`src/rtl/strobe_decim.sv`:
```
// strobe_decim: programmable strobe decimator.
// Forwards one qualifying strobe_in out of every (rate+1) as a one-clock
// strobe_out pulse. init reloads the down-counter from rate so the first
// output pulse lands a deterministic (rate+1) strobes later.
//
// Ports:
//   clock      system clock, rising edge
//   reset      synchronous, active-high reset
//   enable     counting enable; when low strobe_in is ignored, strobe_out is 0
//   init       reload counter from rate, restart decimation phase
//   strobe_in  input strobe; one event per enabled clock with strobe_in=1
//   rate       decimation rate: 0 passes every strobe, N every (N+1)th
//   strobe_out registered decimated strobe
//   count      (only with STROBE_DECIM_COUNT_OUT_EN) current counter value
//
// Optional feature macro: STROBE_DECIM_COUNT_OUT_EN
module strobe_decim #(
   parameter int unsigned RATE_WIDTH = 8
) (
   input  logic                  clock,
   input  logic                  reset,
   input  logic                  enable,
   input  logic                  init,
   input  logic                  strobe_in,
   input  logic [RATE_WIDTH-1:0] rate,
`ifdef STROBE_DECIM_COUNT_OUT_EN
   output logic [RATE_WIDTH-1:0] count,
`endif
   output logic                  strobe_out
);

   logic [RATE_WIDTH-1:0] cnt;
   logic [RATE_WIDTH-1:0] cnt_nxt;
   logic                  strobe_nxt;

   // Next-state: init wins over counting; a strobe with init is not counted.
   always_comb begin
      cnt_nxt    = cnt;
      strobe_nxt = 1'b0;
      if (init) begin
         cnt_nxt = rate;
      end else if (enable && strobe_in) begin
         if (cnt == '0) begin
            // Terminal count: pass this strobe and reload (rate sampled here).
            strobe_nxt = 1'b1;
            cnt_nxt    = rate;
         end else begin
            cnt_nxt = cnt - RATE_WIDTH'(1);
         end
      end
   end

   // State register.
   always_ff @(posedge clock) begin
      if (reset) begin
         cnt        <= '0;
         strobe_out <= 1'b0;
      end else begin
         cnt        <= cnt_nxt;
         strobe_out <= strobe_nxt;
      end
   end

`ifdef STROBE_DECIM_COUNT_OUT_EN
   assign count = cnt;
`endif

endmodule

```
`config.mk`:
```
export PLATFORM = sky130hd
export DESIGN_NAME = strobe_decim
export DESIGN_NICKNAME = d
export VERILOG_FILES = /design/src/rtl/strobe_decim.sv
export SDC_FILE = /design/constraint.sdc
export NUM_CORES = 1
export LEC_CHECK = 0
export BUFFER_PORTS_ARGS = -buffer_cell sky130_fd_sc_hd__buf_4
export CAP_MARGIN = 30
export CORE_AREA = 3 3 40 42
export DETAILED_ROUTE_END_ITERATION = 7
export DIE_AREA = 0 0 43 45
export PLACE_DENSITY = 0.65
export SLEW_MARGIN = 5
export SYNTH_ARGS = -nofsm -noshare
export SYNTH_HDL_FRONTEND = slang
export SYNTH_SLANG_ARGS = --single-unit
```
`constraint.sdc`:
```
create_clock -name clock -period 2.4 [get_ports clock]
set_clock_uncertainty 0.05 [all_clocks]
set_input_delay 0.48 -clock clock [delete_from_list [all_inputs] [get_ports clock]]
set_output_delay 0.48 -clock clock [all_outputs]
set_load 0.05 [all_outputs]
```
== Yosys cells after proc, flatten, opt, wreduce, memory -nomap -nowiden ==
Index checks and enable logic that the tools add are counted.

* Register bits: 9
* Input port bits: 13
* Word-level logic and storage cells: 12

* Add/subtract/negate cells: 1
* Mux-type cells: 4
* Bitwise gates (word level): 1
* Reductions and logical operators: 4

{| class="wikitable"
|+ Operators by type and width
! operator !! number
|-
| 8-bit 2-to-1 mux || 3
|-
| 8-bit zero test || 1
|-
| 8-bit by 1-bit subtractor with 8-bit output, second input constant || 1
|-
| 3-bit OR reduction || 1
|-
| 2-bit nonzero test || 1
|-
| 1-bit logical AND || 1
|-
| 1-bit 2-to-1 mux || 1
|-
| 1-bit inverter || 1
|}

== Longest topological paths before layout ==
Gate-level depths: netlist of the first run.

* Word-level depth: 4
* Depth in mapped cells: 6
* Gate-level depth less buffers: 6

== Least setup slack after synthesis of the first run ==
No wires, ideal clock.

* Path type: register to register
* From: reg cnt[2]
* To: reg cnt[6]
* Path slack: 0.584 ns
* Setup time: 0.067 ns
* Arrival: 1.699 ns
* Buffers on the path: 1
* Cell stages (with the launch flop): 6
* Cells stage by stage: dfxtp_1 -> buf_6 -> or4_4 -> or4b_1 -> a21o_1 -> a21oi_2

* Longest elaborated chain between the ends: 4
* Elaborated cells between the ends (all ways): 5

{| class="wikitable"
|+ RTL lines
! item !! line !! text
|-
| start: declaration || 32 || <nowiki>logic [RATE_WIDTH-1:0] cnt;</nowiki>
|-
| start signal: assignment || 59 || <nowiki>cnt <= cnt_nxt;</nowiki>
|-
| 8-bit by 1-bit subtractor with 8-bit output / 8-bit zero test (equally long branches) || 48, 43 ||
|-
| 8-bit 2-to-1 mux (*) || 43 || <nowiki>if (cnt == '0) begin</nowiki>
|-
| 8-bit 2-to-1 mux (*) || 42 || <nowiki>end else if (enable && strobe_in) begin</nowiki>
|-
| 8-bit 2-to-1 mux (*) || 40 || <nowiki>if (init) begin</nowiki>
|}

Every way passes the cells marked *; elsewhere a longest branch is shown, timed or not. The select of a mux whose other input is x is not followed.
A chain may end at the register's enable or synchronous reset.

== Worst setup path in the final report of the first run ==
Same ends and word-level chain as after synthesis.

==> results.md, run 1 <==
Run status:
- The run finished with clean final reports.

Min path:
- The path category of the worst min-delay check is input pin to flop.
- The endpoint with the worst hold slack is cnt[6].
- The worst hold path was traced through 2 stages.
- The beginning of the worst hold path is reset.

GRT:
- Global routing consumed, over all layers together, 17.7% of the routing resources.
- The first global-routing pass estimated 2.55 mm of wire.
- The number of global-route vias before repair came to 596.
- The final global-route overflow total is 0.
- The largest net degree at the start of global routing is 14.
- The initial antenna violation count is 0.

Floorplanning:
- The total area inside the core boundary comes to 1280 um^2.
- The floorplan step set the die height to 45 um.
- The number of rows created at floorplan is 13.
- Pin placement for this block handled 14 I/O pins.
- For this configuration, the core starts out at a cell density of 47.4%.
- The die is 43 um wide.
- The full die area is 1940 um^2.

Critical path:
- The type of the setup path with the least slack is flop to flop.
- The signal arrival time at the worst endpoint is 2.00 ns.
- In this run the critical register-to-register path is launched from cnt[2].
- The worst setup path is captured at a flop.
- The highest net fanout along the worst path is 8.
- For the worst flop-to-flop path, the logic depth is 4.
- The capturing point of the worst reg2reg path is cnt[6].
- The register-to-register setup slack is 0.57 ns.
- STA puts the critical path data required time at 2.56 ns.
- STA classifies the critical path startpoint as a flop.

Place:
- Timing analysis after detailed placement gives a worst setup slack of 0.582 ns.
- The placer's final routability congestion estimate is 0.814.
- The HPWL after detailed placement is 1.04 mm.
- The placed instances occupy a cell area of 714 um^2.
- Input and output buffers added on the ports amount to 13.

CTS:
- CTS built an H-tree with a depth of 1.
- TritonCTS built the clock tree.
- For this design, the sink count on the clock tree is 9.
- In this run, post-CTS hold repair placed 0 buffers.
- Post-CTS repair changed the size of 0 cells.
- Once the clock tree was built, the setup fixing pass inserted 0 buffers.
- After clock tree synthesis, the clock-pin slew on the worst setup and hold paths is 0.07 ns.
- The clock passes through at most 2 buffers.
- The TritonCTS buffer count is 3.
- The source-to-sink clock delay at the later pin of the worst-skew pair is 0.27 ns.
- The root buffer selected by CTS is clkbuf_4.

Power:
- The power per cell area is 591 nW/um^2.
- The leakage power of the design is 0.000289 uW.
- VDD sags by at most 0.000321 V.
- The design draws 438 uW.

Timing:
- The number of setup violations in the final report is 0.
- The relative slew slack is 60.8%.
- The number of slew-limit violations in the final report is 0.
- The minimum setup slack in the final design is 0.565 ns.
- For the final routed database, the setup TNS stands at 0 ns.
- The post-route minimum period is 1.83 ns.
- The maximum operating frequency is 0.545 GHz.
- Across all hold checks on the routed design, the worst slack comes to 0.391 ns.
- The count of final hold-check violations was 0.
- Setup repair after global routing left no endpoint under its margin.
- The transition time of the tightest slew-check pin is 0.583 ns.
- The ratio of final minimum period to clock period is 76.4%.

Logic synthesis:
- The Yosys step of the flow raised 0 warnings.
- Summing every instance area after synthesis gives 609 um^2.
- Counting flops with an async set or reset pin after synthesis yields a share of 0%.
- The post-synthesis cell count is 79.
- The number of distinct library cell variants in the gate-level netlist after synthesis is 31.
- The post-synthesis sequential element count is 9.
- The net count of the mapped netlist is 94.
- Yosys mapped a number of flops with a built-in enable equal to 0.
- In the synthesized netlist the dominant register cell turns out to be dfxtp_1.
- The mean area per synthesized cell is 7.71 um^2.
- The sequential area share after synthesis is 29.6%.

Layout:
- Cells with a size suffix above 1 make up 21.3% of the layout.
- The total inserted antenna cells is 0.
- The final layout contains 110 nets.
- Summing all non-filler instances in the final layout gives an area of 741 um^2.
- The layout-stage area growth over the synthesis result is 21.6%.

Route:
- In this run, the number of DRC markers left after iteration 0 of detailed routing was 14.
- The mean number of vias per cell is 5.89.
- The average routed wire per standard cell is 13.0 um.
- In the routed design, unresolved DRC markers number 0.
- In this run the remaining antenna-violating nets after routing total 0.
- The routed layout has 642 vias.
- The number of detailed-route iterations in the first pass is 4.
- Summed over all layers, the routed wires come to 1.42 mm.

Flow run:
- The number of maximum-capacitance constraint violations is 0.
==> cells in the final DEF, fill, tap and decap left out, drive strengths merged <==
cell type | Yosys | layout
a21oi | 5 | 5
nand3 | 5 | 5
o21a | 2 | 2
nand2b | 4 | 4
a41oi | 1 | 1
a211oi | 2 | 2
o32ai | 1 | 1
clkbuf | 1 | 4
nor3b | 1 | 1
a31oi | 5 | 5
a311oi | 2 | 2
nor4bb | 1 | 1
a21o | 2 | 2
dfxtp | 9 | 9
nor3 | 2 | 2
or4b | 1 | 1
nand2 | 6 | 6
nor4b | 1 | 1
or4 | 1 | 1
inv | 5 | 5
or2 | 1 | 1
a21boi | 1 | 1
o21ai | 5 | 5
buf | 2 | 14
o21bai | 1 | 1
nor2 | 6 | 6
nor4 | 3 | 3
a221oi | 1 | 1
ha | 2 | 2
==> through the flow <==
stage	util (%)	std cells
2_1_floorplan	-	79
3_3_place_gp	55.6	105
3_5_place_dp	55.6	105
4_1_cts	57.6	109
5_1_grt	57.6	109
6_report	57.6	109
==> cell families (layout without fill, tap and decap cells) <==
family,count (synthesis),after routing,share of synthesized area [%]
compound gates,28,28,31.0
flops,9,9,29.6
buf+inv,8,23,6.16
fa+ha+maj,2,2,4.11
simple gates,32,32,29.2
==> cell usage after synthesis (all sizes together) (2+ instances only) <==
cell	instances	share of area, %
a31oi	5	5.1
inv	5	3.1
nor2	6	3.7
nor4	3	3.1
nor3	2	1.6
buf	2	2.5
o21a	2	2.5
o21ai	5	4.1
dfxtp	9	30
a211oi	2	2.5
a21oi	5	4.7
nand2	6	3.7
nand3	5	4.1
nand2b	4	4.1
a311oi	2	2.9
a21o	2	2.5
ha	2	4.1
==> routing by layer <==
layer	vias to the layer above	wire length (um)	track usage, %
met5	-	0	0
met2	19	609	29.3
met4	0	38	10.8
met1	286	683	21.5
met3	5	88	2.79
li1	332	-	-
==> sequential cells by signal (all words and copies together) (netlist names) <==
register / cells
cnt: 8
strobe_out: 1
==> where the power goes <==
part | switching, uW | internal (uW) | total, uW
Clock | 60.6 | 64.4 | 125
Combinational | 67.5 | 63.8 | 131
Sequential | 18.3 | 163 | 182
==> cell type report <==
class / instances / area, um^2
clock buffer: 4 / 26.3
sequential: 9 / 180
timing repair buffer: 14 / 105
tap: 15 / 18.8
multi-input combinational: 62 / 392
fill: 126 / 544
inverter: 5 / 18.8
==> worst max path at each step <==
| stage | start | endpoint | slack [ns] |
|---|---|---|---|
| floorplan | cnt[2] | cnt[6] | 0.58 |
| global placement | cnt[2] | cnt[6] | 0.58 |
| detailed placement | cnt[2] | cnt[6] | 0.58 |
| CTS | cnt[2] | cnt[6] | 0.56 |
| global route | cnt[2] | cnt[6] | 0.34 |
| finish | cnt[2] | cnt[6] | 0.57 |
==> critical path: stages (launching register included) <==
cell     delay, ns
dfxtp_1       0.37
or4_4         0.57
or4b_1        0.51
a21o_1        0.18
a21oi_2       0.10
Power figures use the tool's default switching activity.
==> inputs of run 2 (changes only) <==
--- a/config.mk
+++ b/config.mk
@@ -7,10 +7,10 @@
 export LEC_CHECK = 0
 export BUFFER_PORTS_ARGS = -buffer_cell sky130_fd_sc_hd__buf_4
 export CAP_MARGIN = 30
-export CORE_AREA = 3 3 40 42
+export CORE_MARGIN = 3
+export CORE_UTILIZATION = 45
 export DETAILED_ROUTE_END_ITERATION = 7
-export DIE_AREA = 0 0 43 45
-export PLACE_DENSITY = 0.65
+export PLACE_DENSITY = 0.67
 export SLEW_MARGIN = 5
 export SYNTH_ARGS = -nofsm -noshare
 export SYNTH_HDL_FRONTEND = slang
==> constraint.sdc (replaced) <==
create_clock -name clock -period 1.55 [get_ports clock]
set_clock_uncertainty 0.05 [all_clocks]
set_input_delay 0.31 -clock clock [delete_from_list [all_inputs] [get_ports clock]]
set_output_delay 0.31 -clock clock [all_outputs]
set_load 0.05 [all_outputs]
==> results.md, run 2 (synthesized netlist as in run 1, its figures left out) <==
Timing:
- The minimum setup slack in the final design is -0.211 ns (was 0.565 ns).
- The ratio of final minimum period to clock period is 114% (was 76.4%).
- Unrepaired setup endpoints after global routing: yes (was no).
- The maximum operating frequency was 0.568 GHz (was 0.545 GHz).
- The relative slew slack is 78.0% (was 60.8%).
- The count of final hold-check violations is 0 (unchanged).
- The number of setup violations in the final report was 5 (was 0).
- The post-route minimum period is 1.76 ns (was 1.83 ns).
- The worst hold margin came to 0.235 ns (was 0.391 ns).
- The transition time of the tightest slew-check pin was 0.330 ns (was 0.583 ns).
- The final sum of negative setup slack is -0.665 ns (was 0 ns).
- The number of slew-limit violations in the final report is 0 (unchanged).

Floorplanning:
- The full die area was 1830 um^2 (was 1940 um^2).
- The number of rows created at floorplan is 12 (was 13).
- The starting density of the core is 51.4% (was 47.4%).
- The overall die height was 42.8 um (was 45 um).
- The core box area is 1190 um^2 (was 1280 um^2).
- The total I/O pin count is 14 (unchanged).
- The horizontal die dimension came to 42.8 um (was 43 um).

Place:
- The total of buffers placed on input and output ports was 13 (unchanged).
- The placer's final routability congestion estimate is 0.819 (was 0.814).
- The minimum setup slack after placement is -0.167 ns (was 0.582 ns).
- The detailed placement HPWL came to 1.20 mm (was 1.04 mm).

Layout:
- The total inserted antenna cells was 0 (unchanged).
- The layout-stage area growth over the synthesis result is 50.5% (was 21.6%).
- The share of cells above drive strength 1 is 43.1% (was 21.3%).
- Top flop regs: cnt: 8 flops, strobe_out: 1 flops (unchanged).
- The flip-flop count of the largest register, all copies and words added is 8 (unchanged).
- The register with the most flip-flops is cnt (unchanged).
- Commonest cells after routing, fill and taps aside: buf_4, nand2_1, nor2_1, dfxtp_1 (was buf_4, dfxtp_1, nand2_1, nor2_1).
- The end-of-flow core utilization is 77.3% (was 57.6%).
- The most common cell after layout, fill and taps aside is buf_4 (unchanged).
- The final net count is 125 (was 110).

Route:
- The average routed wire per standard cell was 13.9 um (was 13.0 um).
- The total wire length is 1.71 mm (was 1.42 mm).
- The mean number of vias per cell is 5.84 (was 5.89).
- The total via count in the routed design is 718 (was 642).
- The remaining design rule violation count was 0 (unchanged).
- The final antenna-violating net count is 0 (unchanged).
- The iteration-0 DRC count of the detailed router is 10 (was 14).
- The number of detailed-route iterations in the first pass came to 4 (unchanged).

GRT:
- The global routing usage summed across all routing layers was 19.8% (was 17.7%).
- The largest net degree at the start of global routing came to 14 (unchanged).
- The global-route met2 utilization came to 31.4% (was 29.3%).
- The initial antenna violation count is 0 (unchanged).
- The wire length of the first global-routing pass is 2.77 mm (was 2.55 mm).
- The final global-route overflow total is 0 (unchanged).
- The number of global-route vias before repair is 662 (was 596).
- The busiest metal layer after global routing is met2 (unchanged).
- The routing usage on met3 was 8.90% (was 2.79%).
- The met1 usage in global routing was 24.0% (was 21.5%).

Critical path:
- The critical path capture point type is a flop (unchanged).
- The worst path required time is 1.71 ns (was 2.56 ns).
- The highest net fanout along the worst path is 4 (was 8).
- The startpoint type of the worst setup path is a flop (unchanged).
- The type of the setup path with the least slack is flop to flop (unchanged).
- The signal arrival time at the worst endpoint is 1.92 ns (was 2.00 ns).

CTS:
- The root buffer selected by CTS is clkbuf_4 (unchanged).
- The source-to-sink clock delay at the later pin of the worst-skew pair is 0.27 ns (about the same).
- The number of clock sinks seen by CTS is 9 (unchanged).
- The TritonCTS buffer count is 3 (unchanged).
- The number of H-tree branching levels is 1 (unchanged).
- The maximum number of buffers from clock root to sink came to 2 (unchanged).
- The TritonCTS clock tree was yes (unchanged).
- The clock transition at the register clock pins on the worst setup and hold paths after CTS is 0.07 ns (about the same).

Run status:
- The final reports fail on setup timing.
- Status: finished with violations (was finished clean).

Power:
- The largest vdd supply drop is 0.000538 V (was 0.000321 V).
- The overall power of the completed layout is 803 uW (was 438 uW).
- The power per cell area is 876 nW/um^2 (was 591 nW/um^2).
- The leakage power of the design is 0.000378 uW (was 0.000289 uW).

Min path:
- The path category of the worst min-delay check is input pin to flop (unchanged).

Flow run:
- The number of maximum-capacitance constraint violations is 0 (unchanged).
[run 2: cell types whose count changed in the layout (fill, tap and decap cells not counted), moves of 2 or more]
cell	delta
dfxtp_1	-3
buf_4	+15
dfxtp_2	+3
nor4_4	+2
nor4_1	-2
[run 2: power by group]
part | switching [uW] | total (uW) | internal (uW) | leakage (uW)
Combinational | 158 | 336 | 178 | 0.000285
Sequential | 18.5 | 273 | 254 | 0.0000753
Clock | 98.6 | 194 | 95.6 | 0.0000177
Total | 275 | 803 | 528 | 0.000378
[run 2: per-layer routing]
metal  vias to the layer above  wire, um
met5                         -         0
met4                         0         8
met3                         2        88
met2                        20       852
met1                       334       756
li1                        362         -
[run 2: timing repair]
item | CTS | global route
setup endpoints to repair | 7 | 9
buffers inserted | 0 | 2
resized for setup | 1 | 11
hold buffers | 0 | 0
endpoints found under the hold margin | 0 | 0
pin swaps | 1 | 6
[run 2: final timing paths]
kind,startpoint,endpoint,slack (ns),cells past startpoint
max,cnt[5],cnt[6],-0.21,4
min reg2reg,cnt[3],cnt[3],0.58,3
min,reset,cnt[3],0.24,2
max reg2reg,cnt[5],cnt[6],-0.21,4
[run 2: final cells by class]
type / count / area [um^2]
clock inverter: 1 / 5.00
clock buffer: 3 / 22.5
fill: 98 / 269
inverter: 5 / 18.8
sequential: 9 / 184
timing repair buffer: 29 / 218
multi-input combinational: 62 / 452
tap: 14 / 17.5
[run 2: through the flow]
step                instance area [um^2]  instances
floorplan                            612         79
global placement                     813        117
detailed placement                   813        117
CTS                                  846        121
global route                         917        123
finish                               917        123
[run 2: worst max-delay path: stages, from the launching register on]
cell     delay (ns)
dfxtp_2        0.33
or4_4          0.54
or4b_1         0.48
a21o_1         0.18
a21oi_2        0.11
